[src/rtl/core_dispatch_scoreboard_pkg.sv]
`default_nettype none
// ============================================================================
//  Module   : core_dispatch_scoreboard_pkg
//  Brief    : Shared uarch types for the dispatch scoreboard: EU class enum,
//             register-number and half-word mask types, default latencies.
//  Revision : 1.0 - initial release
// ============================================================================
package core_dispatch_scoreboard_pkg;

  localparam int unsigned c_NUM_REGS    = 16;
  localparam int unsigned c_RD_W        = 4;
  localparam int unsigned c_MUL_LATENCY = 3;
  localparam int unsigned c_CNT_W       = 2;

  // Execution-unit class carried with every dispatched instruction
  typedef enum logic [1:0] {
    EU_ALU    = 2'd0,
    EU_MUL    = 2'd1,
    EU_LDST   = 2'd2,
    EU_BRANCH = 2'd3
  } eu_class_e;

  typedef logic [c_RD_W-1:0]     reg_num_t;
  typedef logic [c_NUM_REGS-1:0] hword_t;

endpackage
`default_nettype wire

[src/rtl/core_dispatch_scoreboard_cnt.sv]
`default_nettype none
// ============================================================================
//  Module   : core_dispatch_scoreboard_cnt
//  Brief    : Pending-write counter for one architectural register. Adds up
//             to two sets and subtracts up to four clears per cycle, clamping
//             at 0 and at the counter maximum.
//  Options  : CORE_SB_BYPASS_EN - busy drops combinationally when the last
//             outstanding write is being cleared this cycle.
//  Revision : 1.0 - initial release
// ============================================================================
module core_dispatch_scoreboard_cnt
  import core_dispatch_scoreboard_pkg::*;
#(
  parameter int unsigned CNT_W = c_CNT_W
) (
  input  logic       clk,
  input  logic       rst_n,
  input  logic [1:0] set_cnt,
  input  logic [2:0] clr_cnt,
  output logic       busy,
  output logic       sat
);

  // Two extra bits hold cnt + 2 sets and up to four clears without wrap
  localparam int unsigned      c_SUM_W  = CNT_W + 2;
  localparam logic [CNT_W-1:0] c_MAX    = '1;
  localparam logic [CNT_W-1:0] c_SAT_TH = c_MAX - CNT_W'(1);

  logic [CNT_W-1:0]   r_cnt;
  logic [CNT_W-1:0]   w_cnt_nxt;
  logic [c_SUM_W-1:0] w_up;
  logic [c_SUM_W-1:0] w_clr;
  logic [c_SUM_W-1:0] w_net;

  // Net the sets and clears, clamping both ends of the range
  always_comb begin
    w_up  = c_SUM_W'(r_cnt) + c_SUM_W'(set_cnt);
    w_clr = c_SUM_W'(clr_cnt);
    w_net = w_up - w_clr;
    if (w_clr > w_up) begin
      w_cnt_nxt = '0;
    end else if (w_net > c_SUM_W'(c_MAX)) begin
      w_cnt_nxt = c_MAX;
    end else begin
      w_cnt_nxt = CNT_W'(w_net);
    end
  end

  // Counter register
  always_ff @(posedge clk or negedge rst_n) begin
    if (!rst_n) begin
      r_cnt <= '0;
    end else begin
      r_cnt <= w_cnt_nxt;
    end
  end

  // Pending flag, optionally bypassing the final clear
  always_comb begin
`ifdef CORE_SB_BYPASS_EN
    busy = (r_cnt != '0) && !((r_cnt == CNT_W'(1)) && (clr_cnt != 3'd0));
`else
    busy = (r_cnt != '0);
`endif
    sat = (r_cnt >= c_SAT_TH);
  end

  a_no_underflow : assert property (@(posedge clk) disable iff (!rst_n)
    w_clr <= w_up);
  a_no_overflow : assert property (@(posedge clk) disable iff (!rst_n)
    (w_clr > w_up) || (w_net <= c_SUM_W'(c_MAX)));

endmodule
`default_nettype wire

[src/rtl/core_dispatch_scoreboard.sv]
`default_nettype none
// ============================================================================
//  Module   : core_dispatch_scoreboard
//  Brief    : Dual-issue dispatch scoreboard. Tracks pending register writes
//             per register, sequences the non-pipelined multiplier with a
//             fixed-latency countdown, and latches the ldst destination.
//  Options  : CORE_SB_BYPASS_EN - mask_wr clears in the writeback cycle
//             (forwarded into every per-register counter).
//  Revision : 1.0 - initial release
// ============================================================================
module core_dispatch_scoreboard
  import core_dispatch_scoreboard_pkg::*;
#(
  parameter int unsigned NUM_REGS    = c_NUM_REGS,
  parameter int unsigned RD_W        = c_RD_W,
  parameter int unsigned MUL_LATENCY = c_MUL_LATENCY,
  parameter int unsigned CNT_W       = c_CNT_W
) (
  input  logic                clk,
  input  logic                rst_n,
  input  logic                disp_a_valid,
  input  logic                disp_a_wb,
  input  logic [RD_W-1:0]     disp_a_rd,
  input  logic [1:0]          disp_a_eu,
  input  logic                disp_b_valid,
  input  logic                disp_b_wb,
  input  logic [RD_W-1:0]     disp_b_rd,
  input  logic [1:0]          disp_b_eu,
  input  logic                alu_a_done,
  input  logic [RD_W-1:0]     alu_a_rd,
  input  logic                alu_b_done,
  input  logic [RD_W-1:0]     alu_b_rd,
  input  logic                ldst_done,
  output logic [NUM_REGS-1:0] mask_wr,
  output logic [NUM_REGS-1:0] mask_sat,
  output logic                mul_busy,
  output logic                ldst_busy,
  output logic                mul_wb_valid,
  output logic [RD_W-1:0]     mul_wb_rd
);

  // Countdown wide enough for latencies up to 15
  localparam int unsigned c_CD_W = 4;

  logic              w_a_mul, w_b_mul, w_mul_go, w_mul_wb_nxt;
  logic              w_a_ldst, w_b_ldst, w_ldst_go, w_ldst_wb_nxt, w_ldst_clr;
  logic [RD_W-1:0]   w_mul_rd_nxt, w_ldst_rd_nxt;
  logic [c_CD_W-1:0] r_mul_cd;
  logic [RD_W-1:0]   r_mul_rd;
  logic              r_mul_wb;
  logic              r_ldst_busy;
  reg_num_t          r_ldst_rd;
  logic              r_ldst_wb;
  hword_t            w_mask_wr;
  hword_t            w_mask_sat;

  // Decode sequenced-EU dispatches; slot A has priority on a double issue
  always_comb begin
    w_a_mul       = disp_a_valid && (eu_class_e'(disp_a_eu) == EU_MUL);
    w_b_mul       = disp_b_valid && (eu_class_e'(disp_b_eu) == EU_MUL);
    w_a_ldst      = disp_a_valid && (eu_class_e'(disp_a_eu) == EU_LDST);
    w_b_ldst      = disp_b_valid && (eu_class_e'(disp_b_eu) == EU_LDST);
    w_mul_go      = w_a_mul || w_b_mul;
    w_mul_rd_nxt  = w_a_mul ? disp_a_rd : disp_b_rd;
    w_mul_wb_nxt  = w_a_mul ? disp_a_wb : disp_b_wb;
    w_ldst_go     = w_a_ldst || w_b_ldst;
    w_ldst_rd_nxt = w_a_ldst ? disp_a_rd : disp_b_rd;
    w_ldst_wb_nxt = w_a_ldst ? disp_a_wb : disp_b_wb;
  end

  // Multiplier countdown; a reload may coincide with the final count
  always_ff @(posedge clk or negedge rst_n) begin
    if (!rst_n) begin
      r_mul_cd <= '0;
      r_mul_rd <= '0;
      r_mul_wb <= 1'b0;
    end else if (w_mul_go) begin
      r_mul_cd <= c_CD_W'(MUL_LATENCY);
      r_mul_rd <= w_mul_rd_nxt;
      r_mul_wb <= w_mul_wb_nxt;
    end else if (r_mul_cd != '0) begin
      r_mul_cd <= r_mul_cd - c_CD_W'(1);
    end
  end

  // Ldst occupancy and destination latch; a new dispatch overrides done
  always_ff @(posedge clk or negedge rst_n) begin
    if (!rst_n) begin
      r_ldst_busy <= 1'b0;
      r_ldst_rd   <= '0;
      r_ldst_wb   <= 1'b0;
    end else if (w_ldst_go) begin
      r_ldst_busy <= 1'b1;
      r_ldst_rd   <= w_ldst_rd_nxt;
      r_ldst_wb   <= w_ldst_wb_nxt;
    end else if (ldst_done) begin
      r_ldst_busy <= 1'b0;
    end
  end

  // EU status and writeback strobe derived from the sequencing state
  always_comb begin
    mul_busy     = (r_mul_cd != '0);
    mul_wb_valid = (r_mul_cd == c_CD_W'(1)) && r_mul_wb;
    mul_wb_rd    = r_mul_rd;
    ldst_busy    = r_ldst_busy;
    w_ldst_clr   = ldst_done && r_ldst_busy && r_ldst_wb;
  end

  generate
    for (genvar r = 0; r < NUM_REGS; r++) begin : g_reg
      logic       w_hit_a, w_hit_b;
      logic       w_clr_aa, w_clr_ab, w_clr_m, w_clr_l;
      logic [1:0] w_set_cnt;
      logic [2:0] w_clr_cnt;

      // Count sets and clears that target this register
      always_comb begin
        w_hit_a   = disp_a_valid && disp_a_wb && (disp_a_rd == RD_W'(r));
        w_hit_b   = disp_b_valid && disp_b_wb && (disp_b_rd == RD_W'(r));
        w_clr_aa  = alu_a_done && (alu_a_rd == RD_W'(r));
        w_clr_ab  = alu_b_done && (alu_b_rd == RD_W'(r));
        w_clr_m   = mul_wb_valid && (r_mul_rd == RD_W'(r));
        w_clr_l   = w_ldst_clr && (r_ldst_rd == RD_W'(r));
        w_set_cnt = {1'b0, w_hit_a} + {1'b0, w_hit_b};
        w_clr_cnt = {2'b00, w_clr_aa} + {2'b00, w_clr_ab}
                  + {2'b00, w_clr_m} + {2'b00, w_clr_l};
      end

      core_dispatch_scoreboard_cnt #(
        .CNT_W (CNT_W)
      ) u_cnt (
        .clk     (clk),
        .rst_n   (rst_n),
        .set_cnt (w_set_cnt),
        .clr_cnt (w_clr_cnt),
        .busy    (w_mask_wr[r]),
        .sat     (w_mask_sat[r])
      );
    end
  endgenerate

  // Drive the hazard masks
  always_comb begin
    mask_wr  = w_mask_wr;
    mask_sat = w_mask_sat;
  end

  a_single_mul : assert property (@(posedge clk) disable iff (!rst_n)
    !(w_a_mul && w_b_mul));
  a_single_ldst : assert property (@(posedge clk) disable iff (!rst_n)
    !(w_a_ldst && w_b_ldst));

endmodule
`default_nettype wire

[config.mk]
export PLATFORM = sky130hd
export DESIGN_NAME = core_dispatch_scoreboard
export DESIGN_NICKNAME = d
export VERILOG_FILES = /design/src/rtl/core_dispatch_scoreboard_pkg.sv /design/src/rtl/core_dispatch_scoreboard_cnt.sv /design/src/rtl/core_dispatch_scoreboard.sv
export SDC_FILE = /design/constraint.sdc
export NUM_CORES = 1
export LEC_CHECK = 0
export ABC_AREA = 1
export CORE_MARGIN = 10
export CORE_UTILIZATION = 59
export DETAILED_ROUTE_END_ITERATION = 8
export PLACE_DENSITY_LB_ADDON = 0.1
export SETUP_SLACK_MARGIN = 0.15
export SLEW_MARGIN = 15
export SYNTH_ARGS = -nofsm -noshare
export SYNTH_HDL_FRONTEND = slang
export SYNTH_SLANG_ARGS = --single-unit
[constraint.sdc]
create_clock -name clk -period 3.6 [get_ports clk]
set_input_delay 1.08 -clock clk [delete_from_list [all_inputs] [get_ports clk]]
set_output_delay 1.08 -clock clk [all_outputs]
set_load 0.01 [all_outputs]
==> results.txt <==
----------------------------------------------------
[Logic synthesis]
  Yosys top cell by area ... fa_1
  Top cells by area, synth ... fa_1, ha_1, dfrtp_1
  Cell area after technology mapping ... 0.00640 sq mm
  Average footprint of a synthesized cell ... 7.75 sq um
  Nets in the synthesized netlist ... about 1000
  Area share of the leading cell type in the synthesized netlist ... 20.0%
  Yosys reg bits ... 47
  Sequential area share after synthesis ... a little under a fifth
  Number of distinct standard cells referenced by the synthesized netlist ... 27
  Number of instances in the synthesized netlist ... slightly above 800
  Warnings, synthesis ... 0

[Clock tree]
  Clock slew at reported path FFs ... 0.12 ns
  Sink Count ... 47
  Number of buffers inserted during clock tree synthesis ... 5
  Clock latency on the worst-skew pair ... ~0.34 ns
  Number of buffers on the longest clock path ... 2
  Number of H-tree levels ... 2
  Number of hold-repair buffers added at the cts stage ... 0
  CTS tree ... done
  CTS root buffer ... clkbuf_8

[Place]
  Gp weighted congestion ... around 0.95
  Post-detailed-placement cell area ... 0.00754 sq mm
  Input/output buffers ... 67
  Placed cell count ... approximately 1000
  Final HPWL from detailed placement ... between 10000 and 15000 microns

[Finish]
  Non-filler instance count after layout ... around 1100
  N_diodes ... 0
  Most common cell after layout, fill and taps aside ... inv_1
  Fraction of final layout cells with drive strength greater than 1 ... ~31%
  Flip-flop and latch area ... about 0.0012 sq mm
  Top library cells by usage in the layout, fill and taps aside ... inv_1, nand2_1, nand3_1, buf_4, nor2_1
  Post-route standard cell area excluding fillers ... between 0.008 and 0.009 sq mm
  Multi-input gate area ... just under 0.005 sq mm
  Layout overhead on the synthesized area ... 32.6%
  Final Net Count ... around 1100
  Fill count ... about 670

[Critical path]
  Delay contributed by the slowest stage of the critical path ... around 0.52 ns
  Type of origin of the critical path ... input port
  Register-to-register setup slack ... between 0.3 and 0.4 ns
  Data arrival time of the worst path ... approximately 3.8 ns
  Number of cells traversed by the worst register-to-register path ... 13
  Cell type of the slowest stage on the worst timing path ... fa_1
  Cell count along the critical path ... 15
  Worst setup EP type ... flop
  Reg2reg start ... r_ldst_rd[1]
  Startpoint of the worst setup timing path ... ldst_done
  Top cell family by delay on the critical path ... adder cells
  Critical path fanouts, max ... 4
  Required time reported for the critical path endpoint ... 3.84 ns
  Category of the critical setup timing path ... in2reg
  Critical path endpoint ... g_reg[1].u_cnt.r_cnt[0]
  Worst R2R End ... g_reg[2].u_cnt.r_cnt[0]
  Cells traversed along the worst timing path ... buf_8 -> nand3_4 -> buf_12 -> nor3_4 -> nand2_1 -> fa_1 -> inv_2 -> ha_4 -> ha_4 -> fa_2 -> fa_1 -> o21a_1 -> nand3_1 -> nand2_1 -> inv_1
  Buf/Inv on CP ... 4

[Floorplanning]
  Die outline height ... about 120 microns
  IO Count ... 68
  Die Outline Area ... about 0.015 sq mm
  Starting density of the core ... about three fifths
  Row count ... 37
  Die width ... roughly 120 microns
  Area of the core ... 0.0105 sq mm

[Power and ir drop]
  Power per cell area ... about 340 mW/mm^2
  Switching component of the power ... ~1200 uW
  Comb pwr share ... a little under three fifths
  Sw Ratio ... a little over two fifths
  Clock network power share ... roughly an eighth
  Register share of total power ... 30.5%
  Leak pwr ... approximately 0.0041 uW
  Internal power contribution ... around 1600 uW
  Largest voltage drop on the vdd net ... ~0.26 mV

[Run status]
  Status ... completed

[Worst hold path]
  Worst Hold Depth ... 2
  Hold WC Path Type ... reg2reg

[Timing]
  Final Setup Violations ... 0
  Final worst path period share ... between 90% and 100%
  Final count of pins violating max slew ... 0
  Slew @ Worst Pin ... between 0.6 and 0.7 ns
  Highest clock frequency the design can meet ... 280 MHz
  Setup skew after layout ... 0.0219 ns
  Tmin final ... 3.58 ns
  Tightest slew margin relative to the limit ... between 50% and 60%
  Unrepaired setup endpoints after global routing ... yes
  Final Hold Slack ... ~0.50 ns
  Final Hold Violating Endpoints ... 0

[Global route]
  Largest net degree at the start of global routing ... 26
  Global router's overall resource usage ... approximately a quarter
  Total congestion overflow after global routing ... 0
  Via count of the first global-routing pass ... approximately 6200
  Number of antenna violations at the first check in global routing ... 0
  First-pass GRT wire length ... between 20000 and 30000 microns

[Routing]
  Number of violations reported at the end of detailed-routing iteration 0 ... 332
  Drc violations ... 0
  Detailed-route wire length ... around 18000 microns
  Detailed-route via count ... 5652
  Per-cell via count in the routed design ... approximately 5.3
  1st-pass router iterations ... 5
  Antenna viol nets, final ... 0
  Post-DR wirelength/cell ... between 15 and 20 microns

[Job]
  Maximum capacitance violations ... 0

----------------------------------------------------
## metrics by stage
stage          power (uW)  util (%)  setup TNS (ns)  worst slack (ns)
4_1_cts              2760      77.4               0            0.0526
2_1_floorplan        1820         -          -0.238           -0.0294
5_1_grt              3120      81.2          -0.570            -0.106
6_report             2850      81.2               0            0.0249
3_3_place_gp         2230      72.1          -22.56            -0.787
3_5_place_dp         2320      72.1          -24.21            -0.864
## state kept, by name (all words and copies together) (netlist names)
signal / flops
r_ldst_wb: 1
r_mul_cd: 4
mul_wb_rd: 4
g.u_cnt.r_cnt: 32
ldst_busy: 1
r_mul_wb: 1
r_ldst_rd: 4
## final cells by class
cell class / count / area share, %
Clock buffer: 5 / 0.810
Clock inverter: 3 / 0.265
Inverter: 222 / 9.96
Multi-Input combinational cell: 509 / 58.4
Sequential cell: 47 / 13.8
Tap cell: 136 / 2.00
Timing Repair Buffer: 140 / 14.7
## Yosys cell counts, drive strengths merged
library cell,count
inv,221
nand2,144
ha,98
nand3,87
nor2,67
fa,64
dfrtp,47
buf,32
or2,18
clkbuf,16
a21oi,15
nor3,7
nand4,2
o21ai,2
clkinv,1
nor3b,1
o211ai,1
o21a,1
xnor2,1
xor2,1
## power by group through the flow
| stage | clock (uW) | sequential (uW) | combinational, uW |
|---|---|---|---|
| 5_1_grt | 398 | 895 | 1820 |
| 6_report | 370 | 869 | 1610 |
| 3_3_place_gp | 0 | 870 | 1360 |
| 2_1_floorplan | 0 | 824 | 997 |
| 4_1_cts | 377 | 868 | 1510 |
| 3_5_place_dp | 0 | 878 | 1440 |
## cells by family after synthesis
logic type | count (synthesis) | share of synthesized area (%)
simple gates | 326 | 23.0
flops | 47 | 18.4
fa+ha+maj | 162 | 39.1
buf+inv | 270 | 17.7
xor+xnor | 2 | 0.274
compound gates | 19 | 1.56
## repair_timing
action,CTS,global route
pin swaps,65,52
gates resized for setup,167,69
hold endpoints to repair,0,0
buffers inserted,8,10
setup endpoints to repair,32,32
## worst min-delay path: cells and delay by family (launching register included)
| kind | cells | cell delay, ns |
|---|---|---|
| DFF | 1 | 0.37 |
| and+or+nand+nor | 2 | 0.10 |
## routing by layer
layer / track usage, % / vias up / part of all wire (%)
li1: - / 2644 / -
met2: 42.8 / 224 / 53
met3: 3.44 / 45 / 6.0
met1: 26.5 / 2739 / 38
met5: 0 / - / 0
met4: 9.06 / 0 / 2.9
## how the worst min path moves through the flow
stage / end / slack [ns] / from
finish: r_mul_wb / 0.50 / r_mul_wb
global route: r_mul_wb / 0.55 / r_mul_wb
CTS: r_mul_wb / 0.51 / r_mul_wb
detailed placement: r_mul_wb / 0.48 / r_mul_wb
global placement: r_mul_wb / 0.48 / r_mul_wb
floorplan: r_mul_wb / 0.45 / r_mul_wb
(Power assumes the default switching activity.)
==> RTL change (config.mk and constraints unchanged) <==
Change the package constant `c_RD_W` from 4 to 5.
--- a/src/rtl/core_dispatch_scoreboard_pkg.sv
+++ b/src/rtl/core_dispatch_scoreboard_pkg.sv
@@ -8,7 +8,7 @@
 package core_dispatch_scoreboard_pkg;
 
   localparam int unsigned c_NUM_REGS    = 16;
-  localparam int unsigned c_RD_W        = 4;
+  localparam int unsigned c_RD_W        = 5;
   localparam int unsigned c_MUL_LATENCY = 3;
   localparam int unsigned c_CNT_W       = 2;
 
Interface: changed (5 resized); port bits go from 68 to 73. No check against the original RTL was run, so the function may have changed too.
==> RTL change against the original RTL <==
The run now ends with negative setup slack left; total power increased by 15%; wire length increased by 23%; clock power about the same; worst setup slack got worse by 0.072 ns; final area increased by 4.1%; non-clock buffer count increased by 21; highest routed layer unchanged; global-route usage increased by 3.4 points; clock skew decreased by 0.0074 ns; sequential cell count increased by 2; synthesized area decreased by 1.1%.
==> RTL change: results (changes against the original RTL) <==
stage;metric;value;unit;change
yosys;Unique masters post-synth;23;;was 27
placement;Final Wtd Congestion;1.03;;was 0.952
setup_path;Slowest cell on crit path;fa_1;;unchanged
grt;met3 GRT Util;5.29;%;was 3.44%
setup_path;CP arrival;3.88;ns;was 3.82 ns
drt;DR DRC count;0;;unchanged
hold_path;Cells on Worst Hold Path;2;;unchanged
drt;initial drt markers;571;;was 332
yosys;#FFs+latches synth;49;;was 47
power_and_ir_drop;Max IR drop VDD;0.000272;V;was 0.000265 V
setup_path;Max stage delay on crit path;0.51;ns;
drt;Avg WL per Cell;20.4;um;was 16.7 um
clocking;clk root buf;clkbuf_8;;unchanged
yosys;register area share after synthesis;19.4;%;was 18.4%
setup_path;path depth of the worst reg2reg path;12;;was 13
sta;Clock Skew;0.0145;ns;was 0.0219 ns
power_and_ir_drop;Switch Pwr;1.48;mW;was 1.25 mW
hold_path;worst hold path class;register to register;;unchanged
setup_path;worst-path maximum fanout;3;;was 4
grt;Tot GR Track Use;26.8;%;was 23.3%
yosys;dominant synthesized flop cell;dfrtp_1;;unchanged
final_layout;# nets final;1122;;was 1116
sta;post-route setup TNS;-0.247;ns;was 0 ns
grt;met1 usage;28.1;%;was 26.5%
placement;post-DP HPWL;14100;um;was 13900 um
clocking;Worst-path clk slew;0.10;ns;was 0.12 ns
drt;TritonRoute pass-1 iters;7;;was 5
yosys;async set or reset register ratio after synthesis;100;%;unchanged
clocking;Max H-tree Level;2;;unchanged
final_layout;Top reg by flops;g.u_cnt.r_cnt;;unchanged
power_and_ir_drop;Leakage;4.04;nW;was 4.10 nW
final_layout;Largest register FFs;32;;unchanged
yosys;top cells by area, synth;fa_1 20%, dfrtp_1 19%, ha_1 19%;;was fa_1 20%, ha_1 19%, dfrtp_1 18%
yosys;Post-synth top cells;194 x inv_1, 109 x nand2_1, 98 x ha_1, 93 x nor2_1, 92 x nand3_1;;was 207 x inv_1, 140 x nand2_1, 98 x ha_1, 81 x nand3_1, 65 x nor2_1
status;status;finished with violations;;was completed
power_and_ir_drop;power density over the cells;370;nW/um^2;was 335 nW/um^2
sta;setup violators final;10;;was 0
yosys;Mapped Nets;1001;;was 1017
grt;M2 GR Usage;48.2;%;was 42.8%
clocking;Max Root-Sink Buffers;2;;unchanged
placement;Port Buf Inserts;72;;was 67
sta;final worst slack;-0.0469;ns;was 0.0249 ns
drt;vias per cell;5.82;;was 5.32
grt;largest net degree at the start of global routing;29;;was 26
final_layout;share of cells above drive strength 1;32.3;%;was 30.7%
grt;first-pass GRT wire length;31800;um;was 28800 um
status;failing checks;negative setup slack;;
sta;Tightest Pin Transition;0.687;ns;was 0.615 ns
grt;vias in the first global route;6536;;was 6199
final_layout;fill count;525;;was 671
clocking;Worst-Skew Late Latency;0.34;ns;about the same
clocking;CTS buffer count;5;;unchanged
RTL change: cell type report:
cell class,instances,share of cell area [%]
repair buffers,161,16.2
multi-input cells,515,58.6
clock inverters,2,0.170
clock buffers,6,0.821
flip-flops and latches,49,13.9
inverters,195,8.39
well taps,136,1.92
RTL change: metal layers:
metal | vias up | share of wire (%)
li1 | 2681 | -
met1 | 2914 | 33
met2 | 438 | 50
met3 | 163 | 9.2
met4 | 0 | 7.4
met5 | - | 0
RTL change: through the flow:
stage | area, sq um | worst slack (ns) | instances | hold slack, ns | total power [mW]
after floorplan | 6480 | -0.00484 | 806 | 0.449 | 2.05
after global placement | 7500 | -0.764 | 1023 | 0.475 | 2.51
after detailed placement | 7500 | -0.838 | 1023 | 0.481 | 2.64
after CTS | 8600 | -0.00956 | 1056 | 0.504 | 3.11
after global routing | 8840 | -0.141 | 1064 | 0.545 | 3.52
final | 8840 | -0.0469 | 1064 | 0.499 | 3.27
RTL change: final timing paths:
path / start / to / slack (ns)
hold reg to reg: r_mul_wb$_DFFE_PN0P_ / r_mul_wb$_DFFE_PN0P_ / 0.50
setup / recovery: alu_b_done / g_reg[11].u_cnt.r_cnt[0]$_DFF_PN0_ / -0.05
max in group asynchronous: rst_n / r_ldst_rd[4]$_DFFE_PN0P_ / 2.04
hold / removal: r_mul_wb$_DFFE_PN0P_ / r_mul_wb$_DFFE_PN0P_ / 0.50
min in group asynchronous: rst_n / g_reg[9].u_cnt.r_cnt[1]$_DFF_PN0_ / 0.77
setup reg to reg: r_ldst_rd[0]$_DFFE_PN0P_ / g_reg[11].u_cnt.r_cnt[0]$_DFF_PN0_ / 0.19
RTL change: what timing repair did:
| item | CTS | global route |
|---|---|---|
| setup endpoints to repair | 32 | 32 |
| resized for setup | 266 | 26 |
| hold buffers | 0 | 0 |
| gates cloned | 1 | 0 |
| pin swaps | 98 | 36 |
| buffers inserted | 24 | 8 |
RTL change: kinds of logic (layout without fill, tap and decap cells):
kind of cell | after synthesis | count (layout) | synth area share (%)
AO/OA/AOI/OAI | 20 | 20 | 1.66
buffers and inverters | 243 | 364 | 16.3
XOR/XNOR | 2 | 2 | 0.277
adder cells (fa/ha/maj) | 162 | 162 | 39.6
flip-flops | 49 | 49 | 19.4
AND/OR/NAND/NOR | 330 | 331 | 22.8
RTL change: power groups by stage:
stage	registers [mW]	logic (mW)	clock network (mW)
final	0.965	1.94	0.370
after floorplan	0.896	1.16	0
after global placement	0.949	1.56	0
after detailed placement	0.962	1.68	0
after global routing	0.988	2.14	0.396
after CTS	0.956	1.79	0.362
